===== config.mk =====
export PLATFORM = sky130hd
export DESIGN_NAME = wb_stage
export DESIGN_NICKNAME = d
export VERILOG_FILES = /design/src/rtl/wb_stage.sv
export SDC_FILE = /design/constraint.sdc
export NUM_CORES = 1
export LEC_CHECK = 0
export BUFFER_PORTS_ARGS = -buffer_cell sky130_fd_sc_hd__buf_2
export CORE_ASPECT_RATIO = 0.7
export CORE_MARGIN = 2
export CORE_UTILIZATION = 51
export DETAILED_ROUTE_END_ITERATION = 10
export PLACE_DENSITY = 0.8
export REMOVE_ABC_BUFFERS = 1
export SKIP_LAST_GASP = 1
export SLEW_MARGIN = 20
export SYNTH_ARGS = -nofsm -noshare
export SYNTH_HDL_FRONTEND = slang
export SYNTH_SLANG_ARGS = --single-unit

===== constraint.sdc =====
create_clock -name clk -period 2.3 [get_ports clk]
set_input_delay 0.23 -clock clk [delete_from_list [all_inputs] [get_ports clk]]
set_output_delay 0.23 -clock clk [all_outputs]
set_load 0.02 [all_outputs]

===== src/rtl/wb_stage.sv =====
// Writeback stage: registers MEM->WB fields, selects register-file write data,
// drives the register-file write port and forwarding tap, counts retirements.
module wb_stage #(
   parameter int DATA_W  = 16,
   parameter int IMM_W   = 9,
   parameter int ADDR_W  = 3,
   parameter int CNT_W   = 32,
   parameter bit R0_ZERO = 1'b1
) (
   input  logic              clk,
   input  logic              rst,
   input  logic              stall,
   input  logic              flush,
   input  logic              in_valid,
   input  logic              in_reg_write,
   input  logic [1:0]        in_mem_to_reg,
   input  logic              in_imm_hi,
   input  logic [ADDR_W-1:0] in_rd,
   input  logic [DATA_W-1:0] in_alu_out,
   input  logic [DATA_W-1:0] in_dm_data,
   input  logic [DATA_W-1:0] in_pc_plus_2,
   input  logic [IMM_W-1:0]  in_imm,
   output logic              rf_we,
   output logic [ADDR_W-1:0] rf_addr,
   output logic [DATA_W-1:0] rf_wdata,
   output logic              fwd_valid,
   output logic [ADDR_W-1:0] fwd_addr,
   output logic [DATA_W-1:0] fwd_data,
   output logic [CNT_W-1:0]  retired
);

   localparam int PAD_W = DATA_W - IMM_W;

   logic              valid_q;
   logic              reg_write_q;
   logic [1:0]        mem_to_reg_q;
   logic              imm_hi_q;
   logic [ADDR_W-1:0] rd_q;
   logic [DATA_W-1:0] alu_q;
   logic [DATA_W-1:0] dm_q;
   logic [DATA_W-1:0] pc2_q;
   logic [IMM_W-1:0]  imm_q;
   logic [CNT_W-1:0]  retired_q;

   logic [DATA_W-1:0] imm_ext;
   logic [DATA_W-1:0] imm_up;
   logic [DATA_W-1:0] wdata;
   logic              wq;

   // Flush only kills valid; the remaining fields are don't-care and simply hold.
   always_ff @(posedge clk) begin
      if (rst) begin
         valid_q      <= 1'b0;
         reg_write_q  <= 1'b0;
         mem_to_reg_q <= 2'b00;
         imm_hi_q     <= 1'b0;
         rd_q         <= '0;
         alu_q        <= '0;
         dm_q         <= '0;
         pc2_q        <= '0;
         imm_q        <= '0;
      end else if (flush) begin
         valid_q      <= 1'b0;
      end else if (!stall) begin
         valid_q      <= in_valid;
         reg_write_q  <= in_reg_write;
         mem_to_reg_q <= in_mem_to_reg;
         imm_hi_q     <= in_imm_hi;
         rd_q         <= in_rd;
         alu_q        <= in_alu_out;
         dm_q         <= in_dm_data;
         pc2_q        <= in_pc_plus_2;
         imm_q        <= in_imm;
      end
   end

   // Counts every valid instruction that leaves the stage, writing or not.
   always_ff @(posedge clk) begin
      if (rst) begin
         retired_q <= '0;
      end else if (valid_q && !stall && !flush) begin
         retired_q <= retired_q + CNT_W'(1);
      end
   end

   assign imm_ext = DATA_W'(imm_q);
   assign imm_up  = imm_ext << PAD_W;

   always_comb begin
      wdata = alu_q;
      case (mem_to_reg_q)
         2'b00:   wdata = alu_q;
         2'b01:   wdata = dm_q;
         2'b10:   wdata = pc2_q;
         default: wdata = imm_hi_q ? imm_up : imm_ext;
      endcase
   end

   assign wq = valid_q & reg_write_q & ~(R0_ZERO & (rd_q == '0));

   // A stalled instruction writes only in the cycle it finally leaves.
   assign rf_we     = wq & ~stall;
   assign rf_addr   = rd_q;
   assign rf_wdata  = wdata;
   assign fwd_valid = wq;
   assign fwd_addr  = rd_q;
   assign fwd_data  = wdata;
   assign retired   = retired_q;

endmodule


==> impl_metrics.json <==
{
  "status": "finished clean",
  "drv_slew": 0,
  "cts_buffers": 9,
  "cp_data_arrival_time_ns": 2.37,
  "synth_warnings": 0,
  "vdd_drop_max_uv": 497,
  "skew_ns": 0.00610,
  "cts_hold_buf": 0,
  "pwr-share-seq_pct": 48.1,
  "cts_setup_buffers": 0,
  "power_leakage_uw": 0.00224,
  "period_minus_slack_ns": 2.16,
  "dp_hpwl_um": 7510,
  "endpoint": "retired[30]$_SDFFE_PP0P_",
  "layout-drive-gt1-share_pct": 30.8,
  "io_buffers": 140,
  "htreeDepth": 3,
  "critical_path_class": "flip-flop to flip-flop",
  "syn_area_um2": 4390,
  "wl_per_cell_um": 14.2,
  "first_pass_iters": 4,
  "synth_seq_cells": 97,
  "wirelength_um": 10500,
  "p_per_area_nw_per_um2": 680,
  "die_h_um": 81.6,
  "finalHoldViolations": 0,
  "area_growth_pct": 22.7,
  "fin_crit_sh_pct": 93.7,
  "worstSetupEndpointType": "flip-flop",
  "die_w_um": 115,
  "holdCritPathClass": "input port to flip-flop",
  "reg2reg_depth": 4,
  "slowest_stage": "or4_4",
  "p_switching_uw": 870,
  "drtIter0Drc": 245,
  "grtUsageTotal_pct": 22.3,
  "r2r_slack_ns": 0.14,
  "dp_cells": 725,
  "antenna_found_initial": 0,
  "netlist_instances": 518,
  "num_vias": 4037,
  "setup_viol": 0,
  "drc_errors": 0,
  "fmax_mhz": 464,
  "crit_chain": "nand4_1 -> or4_4 -> nor4_1 -> mux2_2",
  "synth_top_area_share_pct": 44.2,
  "yosysMostFrequentCell": "nand2_1",
  "cap_violations": 0,
  "cp-startpoint": "retired[4]$_SDFFE_PP0P_",
  "start_kind": "flip-flop",
  "yosys-top-cells-count": "142 x nand2_1, 97 x dfxtp_1, 84 x a21oi_1",
  "via_per_inst": 5.45,
  "grt_pass1_wl_um": 16800,
  "synth_enable_flop_cells": 0,
  "avgSynthCellArea_um2": 8.47,
  "cts_tree": "built",
  "p_int_uw": 2790,
  "die_area_um2": 9380,
  "total_power_uw": 3660,
  "ioPinCount": 141,
  "yosys.area.top_type": "dfxtp_1",
  "synthFlopType": "dfxtp_1",
  "clkTransAtPathRegs_ns": 0.07,
  "yosysUniqueCellTypes": 35,
  "clk_latency_ns": 0.33,
  "synth_area_leaders": "dfxtp_1 44%, nand2_1 12%, a21oi_1 9.6%",
  "n_antenna_cell": 0,
  "slowest_delay_ns": 0.67,
  "ys_async_sr_fraction_pct": 0,
  "ys_seq_area_share_pct": 44.2,
  "fin_cells": 741,
  "final_net_count": 701,
  "cts_root_buffer": "clkbuf_16",
  "clock_path_buffers": 2,
  "cp_top_family": "simple AND/OR/NAND/NOR gates",
  "rsz0062_at_grt": "false",
  "clock-sinks": 97,
  "grt_pass1_vias": 3710,
  "path_depth": 4,
  "path_buf_inv": 0,
  "grt_max_degree": 65,
  "ant_nets": 0,
  "slew-limit-headroom_pct": 53.5,
  "netSwitchingFraction_pct": 23.8,
  "combPwrFrac_pct": 9.6,
  "holdWs_ns": 0.135,
  "start_util_pct": 52.2,
  "grt_remaining_overflow": 0,
  "rows": 28,
  "core_um2": 8410,
  "reg2reg_from": "retired[4]$_SDFFE_PP0P_",
  "place_congestion": 0.853,
  "power_frac_clock_pct": 42.2,
  "tightest_slew_ns": 0.697,
  "fillers": 741,
  "critPathMaxFanout": 20,
  "cp.required_ns": 2.52,
  "r2r_end": "retired[30]$_SDFFE_PP0P_",
  "min_from": "in_dm_data[14]"
}
repair_timing:
item,4_1_cts,5_1_grt
gates resized for setup,0,1
endpoints found under the setup margin,0,3
hold endpoints to repair,0,0
area by class of cell:
type / count / area (um^2) / area share (%)
timing repair buffer: 155 / 813 / 15.1
tap: 105 / 131 / 2.44
inverter: 5 / 18.8 / 0.349
multi-input combinational: 363 / 2160 / 40.2
sequential: 97 / 1940 / 36.1
clock inverter: 5 / 61.3 / 1.14
clock buffer: 11 / 253 / 4.69
registers in the layout, indices dropped and copies added, names as in the netlist:
signal,count
reg_write_q,1
valid_q,1
imm_q,9
dm_q,16
alu_q,16
mem_to_reg_q,2
pc2_q,16
imm_hi_q,1
fwd_addr,3
retired,32
power by group through the flow:
stage          sequential (uW)  combinational, uW  clock (uW)
6_report                  1760                353        1550
4_1_cts                   1760                355        1580
3_5_place_dp              1800                354           0
2_1_floorplan             1810                172           0
3_3_place_gp              1800                347           0
5_1_grt                   1770                389        1650
through the flow:
step | TNS [ns] | area, um^2 | util [%] | worst slack (ns)
after CTS | 0 | 5380 | 64.0 | 0.0899
after global routing | 0 | 5380 | 64.0 | 0.0515
after detailed placement | 0 | 5060 | 60.2 | 0.112
after global placement | 0 | 5060 | 60.2 | 0.199
final | 0 | 5380 | 64.0 | 0.145
after floorplan | -21.42 | 4110 | - | -0.577
layer usage:
metal	GRT usage (%)	routed length (um)	share of wire, %	up-vias
met2	38.9	5080	48	129
met4	6.75	123	1.2	0
li1	-	-	-	1998
met3	4.06	559	5.3	11
met5	0	0	0	-
met1	28.5	4730	45	1899
cell families (layout without fill, tap and decap cells):
| kind of cell | after synthesis | in the layout | share of synthesized area, % |
|---|---|---|---|
| AOI/OAI and AO/OA | 104 | 104 | 12.7 |
| xor gates and xnor gates | 11 | 11 | 2.19 |
| DFF | 97 | 97 | 44.2 |
| muxes | 20 | 20 | 9.21 |
| and+or+nand+nor | 227 | 227 | 24.6 |
| adders and majority gates | 1 | 1 | 0.285 |
| buffers and inverters | 58 | 176 | 6.76 |
cell usage in the layout (no fill, tap or decap), drive strengths merged, types with 2 or more instances in the layout:
master / count
a21oi: 84
and2: 7
and3: 5
and4: 4
buf: 155
clkbuf: 11
clkinv: 2
dfxtp: 97
inv: 7
mux2: 3
mux4: 16
nand2: 142
nand3: 9
nand4: 7
nor2: 14
nor2b: 9
nor3: 3
o21ai: 6
o31ai: 13
or3: 6
or4: 15
or4b: 2
xnor2: 4
xor2: 7
worst reg2reg max path, cell delays in order (launching register included):
cell     delay [ns]
dfxtp_1        0.42
nand4_1        0.22
or4_4          0.67
nor4_1         0.36
mux2_2         0.37
worst min-delay path by stage:
stage	end	slack [ns]	cells after the start
2_1_floorplan	alu_q[0]$_SDFFE_PP0P_	0.30	1
3_5_place_dp	dm_q[0]$_SDFFE_PP0P_	0.45	2
4_1_cts	pc2_q[7]$_SDFFE_PP0P_	0.13	3
6_report	dm_q[14]$_SDFFE_PP0P_	0.14	3
5_1_grt	pc2_q[7]$_SDFFE_PP0P_	0.12	3
3_3_place_gp	pc2_q[3]$_SDFFE_PP0P_	0.44	2
No activity file was read; power rests on OpenSTA's default activity.
